$ cat src/rtl/dot_product_mac_if.sv
// Operand/result handshake bundle for dot_product_mac.
// The master side drives operands and consumes results; the slave side is the MAC.
interface dot_product_mac_if #(
    parameter int WIDTH = 11,
    parameter int ACC_W = 24
);
    logic             in_valid;
    logic             in_ready;
    logic [WIDTH-1:0] k;
    logic [WIDTH-1:0] l;
    logic             out_valid;
    logic             out_ready;
    logic [ACC_W-1:0] O;
    logic             overflow;

    modport master (
        output in_valid, k, l, out_ready,
        input  in_ready, out_valid, O, overflow
    );

    modport slave (
        input  in_valid, k, l, out_ready,
        output in_ready, out_valid, O, overflow
    );
endinterface

$ cat src/rtl/dot_product_mac.sv
// Streaming unsigned dot-product MAC: accumulates LEN products k*l, then holds the
// result until the consumer takes it. Wraps or saturates at ACC_W bits.
module dot_product_mac #(
    parameter int WIDTH = 11,
    parameter int LEN   = 4,
    parameter int ACC_W = 24,
    parameter int SAT   = 0
) (
    input logic           clock,
    input logic           reset,
    dot_product_mac_if.slave bus
);
    localparam int CNT_W = (LEN > 1) ? $clog2(LEN) : 1;
    localparam logic [0:0]       ST_ACC   = 1'b0;
    localparam logic [0:0]       ST_HOLD  = 1'b1;
    localparam logic [CNT_W-1:0] LAST_CNT = CNT_W'(LEN - 1);
    localparam logic [ACC_W-1:0] ACC_MAX  = {ACC_W{1'b1}};

    logic [0:0]       state_r;
    logic [ACC_W-1:0] acc_r;
    logic [ACC_W-1:0] o_r;
    logic [CNT_W-1:0] cnt_r;
    logic             sticky_r;
    logic             ovf_r;
    logic             in_ready_r;
    logic             out_valid_r;

    logic [2*WIDTH-1:0] prod_s;
    logic [ACC_W:0]     sum_s;
    logic [ACC_W-1:0]   next_acc_s;
    logic               carry_s;
    logic               accept_s;
    logic               last_s;

    // A carry pins the accumulator at all-ones in saturating builds; once there,
    // any further nonzero product carries again so it stays pinned for the vector.
    function automatic logic [ACC_W-1:0] sat_limit(input logic [ACC_W:0] sum);
        if ((SAT != 0) && sum[ACC_W]) begin
            sat_limit = ACC_MAX;
        end else begin
            sat_limit = sum[ACC_W-1:0];
        end
    endfunction

    // Full-precision product and one-bit-wider running sum for carry detection.
    always_comb begin
        prod_s     = {{WIDTH{1'b0}}, bus.k} * {{WIDTH{1'b0}}, bus.l};
        sum_s      = {1'b0, acc_r} + (ACC_W + 1)'(prod_s);
        carry_s    = sum_s[ACC_W];
        next_acc_s = sat_limit(sum_s);
        accept_s   = bus.in_valid && in_ready_r;
        last_s     = (cnt_r == LAST_CNT);
    end

    // Beat accumulation, result capture and ACC/HOLD sequencing.
    always_ff @(posedge clock) begin
        if (reset) begin
            state_r     <= ST_ACC;
            acc_r       <= {ACC_W{1'b0}};
            o_r         <= {ACC_W{1'b0}};
            cnt_r       <= {CNT_W{1'b0}};
            sticky_r    <= 1'b0;
            ovf_r       <= 1'b0;
            in_ready_r  <= 1'b1;
            out_valid_r <= 1'b0;
        end else begin
            case (state_r)
                ST_ACC: begin
                    if (accept_s) begin
                        if (last_s) begin
                            o_r         <= next_acc_s;
                            ovf_r       <= sticky_r | carry_s;
                            acc_r       <= {ACC_W{1'b0}};
                            cnt_r       <= {CNT_W{1'b0}};
                            sticky_r    <= 1'b0;
                            state_r     <= ST_HOLD;
                            in_ready_r  <= 1'b0;
                            out_valid_r <= 1'b1;
                        end else begin
                            acc_r    <= next_acc_s;
                            cnt_r    <= cnt_r + CNT_W'(1);
                            sticky_r <= sticky_r | carry_s;
                        end
                    end
                end
                ST_HOLD: begin
                    if (bus.out_ready) begin
                        state_r     <= ST_ACC;
                        in_ready_r  <= 1'b1;
                        out_valid_r <= 1'b0;
                    end
                end
                default: begin
                    state_r     <= ST_ACC;
                    in_ready_r  <= 1'b1;
                    out_valid_r <= 1'b0;
                end
            endcase
        end
    end

    assign bus.in_ready  = in_ready_r;
    assign bus.out_valid = out_valid_r;
    assign bus.O         = o_r;
    assign bus.overflow  = ovf_r;
endmodule

$ cat src/flat_wrapper.sv
// flat-port wrapper written by rule: the top's interface ports become plain ports
module dot_product_mac_flat 
#(
    parameter int WIDTH = 11,
    parameter int LEN   = 4,
    parameter int ACC_W = 24,
    parameter int SAT   = 0
)
  (clock, reset, bus_in_valid, bus_k, bus_l, bus_out_ready, bus_in_ready, bus_out_valid, bus_O, bus_overflow);
  dot_product_mac_if #(.WIDTH(WIDTH), .ACC_W(ACC_W)) bus_i ();
  input logic clock;
  input logic reset;
  input wire logic [$bits(bus_i.in_valid)-1:0] bus_in_valid;
  input wire logic [$bits(bus_i.k)-1:0] bus_k;
  input wire logic [$bits(bus_i.l)-1:0] bus_l;
  input wire logic [$bits(bus_i.out_ready)-1:0] bus_out_ready;
  output wire logic [$bits(bus_i.in_ready)-1:0] bus_in_ready;
  output wire logic [$bits(bus_i.out_valid)-1:0] bus_out_valid;
  output wire logic [$bits(bus_i.O)-1:0] bus_O;
  output wire logic [$bits(bus_i.overflow)-1:0] bus_overflow;
  assign bus_i.in_valid = bus_in_valid;
  assign bus_i.k = bus_k;
  assign bus_i.l = bus_l;
  assign bus_i.out_ready = bus_out_ready;
  assign bus_in_ready = bus_i.in_ready;
  assign bus_out_valid = bus_i.out_valid;
  assign bus_O = bus_i.O;
  assign bus_overflow = bus_i.overflow;
  dot_product_mac #(.WIDTH(WIDTH), .LEN(LEN), .ACC_W(ACC_W), .SAT(SAT)) u_core (.clock(clock), .reset(reset), .bus(bus_i));
endmodule
$ cat config.mk
export PLATFORM = sky130hd
export DESIGN_NAME = dot_product_mac_flat
export DESIGN_NICKNAME = d
export VERILOG_FILES = /design/src/rtl/dot_product_mac_if.sv /design/src/rtl/dot_product_mac.sv /design/src/flat_wrapper.sv
export SDC_FILE = /design/constraint.sdc
export NUM_CORES = 1
export LEC_CHECK = 0
export CAP_MARGIN = 15
export CORE_MARGIN = 1
export CORE_UTILIZATION = 50
export DETAILED_ROUTE_END_ITERATION = 7
export PLACE_DENSITY = 0.75
export SYNTH_ARGS = -nofsm -noshare
export SYNTH_HDL_FRONTEND = slang
export SYNTH_SLANG_ARGS = --single-unit
$ cat constraint.sdc
create_clock -name clock -period 9.6 [get_ports clock]
set_clock_uncertainty 0.15 [all_clocks]
set_input_delay 0.96 -clock clock [delete_from_list [all_inputs] [get_ports clock]]
set_output_delay 0.96 -clock clock [all_outputs]
set_load 0.01 [all_outputs]
==> results.toml, run 1 <==
[clocking]
numCtsBuffers = 5
cts_tree = "yes"
insertion_delay_ns = 0.30
cts_hold_buffers = 0
cts_root_buf = "clkbuf_16"
cts.sinks = 55
clk_pin_slew_worst_paths_ns = 0.07
h-tree-depth = 2
ctsResizeCount = 0
clockBufferDepth = 2
postCtsSetupBuffers = 0

[yosys]
synthCells = 816
synth_compound_area_share_pct = 10.11
avgSynthCellArea_sq_um = 8.355
synth-simple-area-share_pct = 18.33
ys_seq_area_share_pct = 16.15
ys_ff_latch = 55
synth_area_leaders = "fa_1 30%, dfxtp_1 16%, ha_1 12%"
synth_top_area_share_pct = 29.95
synthArstFlopShare_pct = 0
synth_top_cell_by_area = "fa_1"
ys_warn_count = 0
synth-edff-count = 0
synth.cell_area_sq_um = 6818
synth_ff_type = "dfxtp_1"
synth-xor-area-share_pct = 2.055
synth_nets = 1007
synth_adder_area_share_pct = 41.51
synth_top_family_by_area = "adder cells"
synthMuxAreaShare_pct = 0.1652
synth_cell_types = 51

[route]
wire_per_inst_um = 15.09
drc = 0
drt_iter0_drc = 326
dr.pass1.iters = 5
antenna_left = 0
vias = 5360
vias_per_cell = 5.276
wl_um = 15330

[critical_path]
arrival_ns = 6.58
path_class = "in2reg"
rr_worst_depth = 16
reg2reg_to = "u_core.bus.O[22]"
worstPathRequired_ns = 9.68
rrSetupSlack_ns = 4.86
reg2reg_from = "u_core.acc_r[9]"
crit_path_start_kind = "input pin"
cp-end-kind = "flop"
crit_fanout = 11

[finish]
fin_util_pct = 56.91
final_cell_area_sq_um = 7566
diodes = 0
nets = 1031
drive_above_1_share_pct = 2.619
syn2layout_area_growth_pct = 10.97

[floorplan]
start_util_pct = 51.28
fp.coreArea_sq_um = 13300
dieArea_sq_um = 14110
die_h_um = 118.8
ios = 53
row_count = 42
die_w_um = 118.8

[grt]
use_met1_pct = 31.61
antenna_found_initial = 0
overflow = 0
grt_max_degree = 43
grt_pass1_vias = 5546
use_met2_pct = 40.53
grt_pass1_wl_um = 26650
grtUsageTotal_pct = 23.40
grt_use_met3_pct = 2.075
top_usage_layer = "met2"

[sta]
slew_headroom_pct = 33.71
fin_crit_sh_pct = 67.71
finalSetupViolations = 0
slew_viol_final = 0
fmax_ghz = 0.1539
hold_viol = 0
min_period_ns = 6.500
tns_ns = 0
worst_hold_slack_ns = 0.2954
rsz0062_at_grt = "false"
worst-slew-pin-transition_ns = 0.9919
fin_ws_ns = 3.100

[power_and_ir_drop]
seqPwrFrac_pct = 11.5
leakagePower_nw = 3.655
p_sw_share_pct = 54.18
powerDensity_nw_per_um2 = 325.2
clkPwrFrac_pct = 7.4
intPower_w = 0.001127
power.switching_w = 0.001333
combPwrFrac_pct = 81.1
irDropWorstVdd_mv = 0.2593

[place]
placement.io_buffers = 52
placed_cell_area_sq_um = 7412
dpl.hpwl_um = 12680
pre_cts_slack_ns = 2.870
place.gp.congestion = 0.9439

[status]
status = "complete, no violations"

[hold_path]
whs_path_depth = 2
hold_class = "reg2reg"
min-delay-start = "u_core.acc_r[19]"
min_to = "u_core.acc_r[19]"

[flow_run]
maxCapViolCount = 0
-- power groups by stage --
stage / clock network, W / registers, W / logic (W)
2_1_floorplan: 0 / 0.000283 / 0.00152
3_3_place_gp: 0 / 0.000288 / 0.00195
3_5_place_dp: 0 / 0.000288 / 0.00195
4_1_cts: 0.000184 / 0.000283 / 0.00198
5_1_grt: 0.000194 / 0.000287 / 0.00222
6_report: 0.000182 / 0.000283 / 0.00199
-- critical path, stage by stage --
cell,delay (ns)
clkdlybuf4s50_1,0.70
and2_1,0.30
fa_1,0.53
inv_1,0.05
fa_1,0.53
inv_1,0.05
fa_1,0.47
fa_1,0.51
inv_1,0.06
fa_1,0.48
inv_1,0.04
ha_1,0.39
nand2_1,0.07
o21ai_0,0.34
a31oi_1,0.24
a2111oi_4,0.45
nor3b_2,0.11
xor2_1,0.15
o21ai_1,0.13
-- cell usage in the layout (no fill, tap or decap), types with 4 or more instances in the layout --
cell type / netlist / final
nand2_1: 137 / 137
dfxtp_1: 55 / 55
a21o_1: 4 / 4
nand3_1: 15 / 15
a22o_1: 10 / 10
xnor2_1: 6 / 6
nor2_1: 31 / 31
o21ai_0: 15 / 15
and2_1: 52 / 52
ha_1: 63 / 63
inv_1: 167 / 167
fa_1: 102 / 102
a22oi_1: 4 / 4
nand4_1: 4 / 4
a21oi_1: 48 / 48
xor2_1: 10 / 10
clkdlybuf4s50_1: 0 / 52
a31oi_1: 8 / 8
clkbuf_16: 0 / 5
nor3_1: 7 / 7
-- flip-flops by register name, indices dropped and copies added (netlist names) --
| name | flops |
|---|---|
| u_core.bus.out_valid | 1 |
| u_core.bus.overflow | 1 |
| u_core.state_r | 1 |
| u_core.acc_r | 24 |
| u_core.bus.in_ready | 1 |
| u_core.cnt_r | 2 |
| u_core.bus.O | 24 |
| u_core.sticky_r | 1 |
-- per-layer routing --
metal  vias to the layer above  wire, um
met3                        23       537
met1                      2639      6938
met4                         0       240
met5                         -         0
li1                       2561         -
met2                       137      7614
-- per-stage QoR --
| step | std cells | power (W) |
|---|---|---|
| after CTS | 1015 | 0.002445 |
| after global placement | 1008 | 0.002241 |
| final | 1016 | 0.002460 |
| after detailed placement | 1008 | 0.002241 |
| after global routing | 1016 | 0.002703 |
| after floorplan | 816 | 0.001807 |
-- worst max-delay path by stage --
stage	from	cells after the start	to	slack (ns)
floorplan	bus_l[2]	18	u_core.bus.O[22]	3.90
global placement	bus_l[5]	19	u_core.bus.O[22]	2.89
detailed placement	bus_k[5]	19	u_core.bus.O[22]	2.87
CTS	bus_l[5]	19	u_core.bus.O[22]	3.13
global route	bus_k[5]	19	u_core.bus.O[22]	2.88
finish	bus_k[5]	19	u_core.bus.O[22]	3.10
-- synthesized netlist by cell type, types with 4 or more instances --
master    instances
a21o_1            4
a22o_1           10
fa_1            102
inv_1           167
xnor2_1           6
a21oi_1          48
nor2_1           31
xor2_1           10
and2_1           52
dfxtp_1          55
ha_1             63
nand4_1           4
o21ai_0          15
a22oi_1           4
nand2_1         137
a31oi_1           8
nor3_1            7
clkbuf_1         28
buf_1             7
nand3_1          15
-- cell type report --
type,instances,area [sq um]
Tap cell,176,220.2
Multi-Input combinational cell,555,4921
Inverter,167,626.9
Sequential cell,55,1101
Clock buffer,5,125.1
Fill cell,1259,5729
Clock inverter,2,17.52
Timing Repair Buffer,56,554.3
-- logic make-up after synthesis --
kind of cell	after synthesis
compound gates	108
xor+xnor	16
fa+ha+maj	165
buf+inv	206
flops	55
mux	1
simple gates	265
(Power assumes the default switching activity.)
==> inputs of run 2 (changes only) <==
==> constraint.sdc (replaced) <==
create_clock -name clock -period 6.7 [get_ports clock]
set_clock_uncertainty 0.15 [all_clocks]
set_input_delay 0.67 -clock clock [delete_from_list [all_inputs] [get_ports clock]]
set_output_delay 0.67 -clock clock [all_outputs]
set_load 0.01 [all_outputs]
==> run 2 against run 1 <==
Against the previous run: final area rose by 0.74%; sequential power rose by 43%; combinational power rose by 44%; non-clock buffer count rose by 3; sequential share of layout area fell by 0.11 points; flip-flop and latch count did not move; critical path depth did not move; hold slack got worse by 0.0018 ns.
==> results.toml, run 2 (synthesized netlist as in run 1, its figures left out) <==
[route]
wl_met2_um = 7163
met1Wirelength_um = 6633
vias = 5287
wire_per_inst_um = 14.56
drc = 0
wl_met3_um = 694
vias_per_cell = 5.183
top_layer_used = "met4"
wl_um = 14860
dr.pass1.iters = 5
antenna_left = 0
drt_iter0_drc = 360

[grt]
grt_max_degree = 43
overflow = 0
grt_pass1_wl_um = 25420
antenna_found_initial = 0
grt_pass1_vias = 5294
grtUsageTotal_pct = 22.20

[finish]
fin_util_pct = 57.33
fin_cells = 1020
final_common_cell = "inv_1"
layout_common_cells = "167 x inv_1, 137 x nand2_1, 102 x fa_1"
diodes = 0
drive_above_1_share_pct = 3.081
syn2layout_area_growth_pct = 11.80
nets = 1034

[clocking]
cts_tree = "yes"
numCtsBuffers = 5
clockBufferDepth = 2
cts.sinks = 55
cts_root_buf = "clkbuf_16"
ctsResizeCount = 0
cts_hold_buffers = 0
insertion_delay_ns = 0.30
clk_pin_slew_worst_paths_ns = 0.07
postCtsSetupBuffers = 0
h-tree-depth = 2

[floorplan]
ios = 53
fp.coreArea_sq_um = 13300
start_util_pct = 51.28
die_w_um = 118.8
dieArea_sq_um = 14110
die_h_um = 118.8
row_count = 42

[sta]
fmax_ghz = 0.1650
min_period_ns = 6.060
worst_hold_slack_ns = 0.2936
hold_viol = 0
tns_ns = 0
slew_viol_final = 0
fin_crit_sh_pct = 90.45
rsz0062_at_grt = "false"
worst-slew-pin-transition_ns = 1.086
slew_headroom_pct = 27.32
finalSetupViolations = 0

[power_and_ir_drop]
irDropWorstVdd_mv = 0.3474
leakagePower_nw = 3.684
powerDensity_nw_per_um2 = 469.9

[critical_path]
crit_path_start_kind = "input pin"
path_class = "in2reg"
crit_fanout = 11
cp-end-kind = "flop"
arrival_ns = 6.14
worstPathRequired_ns = 6.78

[place]
dpl.hpwl_um = 12430
place.gp.congestion = 0.9540
placement.io_buffers = 52
dp.cells = 1012

[flow_run]
maxCapViolCount = 0

[hold_path]
hold_class = "reg2reg"

[status]
status = "complete, no violations"
run 2: cell count changes in the layout (fill, tap and decap cells not counted):
cell,before,now
buf_4,3,7
buf_6,1,0
bufinv_16,0,1
clkinv_8,0,1
inv_6,1,0
run 2: worst paths after layout:
check / from / end / slack [ns] / cells after the start
hold / removal: u_core.acc_r[19] / u_core.acc_r[19] / 0.29 / 2
setup / recovery: bus_k[4] / u_core.bus.O[22] / 0.64 / 19
setup reg to reg: u_core.acc_r[8] / u_core.bus.O[19] / 2.03 / 16
hold reg to reg: u_core.acc_r[19] / u_core.acc_r[19] / 0.29 / 2
run 2: routing by layer:
metal,GRT usage [%],vias to the layer above
met5,0,-
met4,5.854,0
met3,2.075,35
met2,37.83,165
met1,30.20,2516
li1,-,2571
run 2: where the power goes:
group	leakage (nW)	internal (W)	switching (W)
clock	0.0868	0.000180	0.000126
combinational	3.15	0.00110	0.00177
sequential	0.447	0.000378	0.0000271
total	3.68	0.00165	0.00193
run 2: area by class of cell:
type,instances,area (sq um)
Clock buffer,5,125.1
Clock inverter,3,55.05
Fill cell,1176,5673
Inverter,167,626.9
Multi-Input combinational cell,555,4921
Sequential cell,55,1101
Tap cell,176,220.2
Timing Repair Buffer,59,573.1
run 2: through the flow:
stage / setup slack [ns] / power, W / cell area, sq um
final: 0.6400 / 0.003582 / 7622
after global routing: 0.3322 / 0.003939 / 7622
after CTS: 0.5981 / 0.003565 / 7622
after detailed placement: 0.3082 / 0.003228 / 7442
after global placement: 0.3225 / 0.003205 / 7442
after floorplan: 1.289 / 0.002589 / 6818
run 2: critical path, cell delays in order:
cell and delay [ns]:
clkdlybuf4s50_1 0.66, and2_1 0.31, fa_1 0.50, inv_1 0.05, fa_1 0.54, inv_1 0.06
fa_1 0.46, fa_1 0.50, inv_1 0.05, fa_1 0.47, inv_1 0.04, ha_1 0.40
and4_1 0.27, nand3_1 0.09, a21o_1 0.20, a2111oi_4 0.47, nor3b_2 0.11, xor2_1 0.16
o21ai_1 0.11
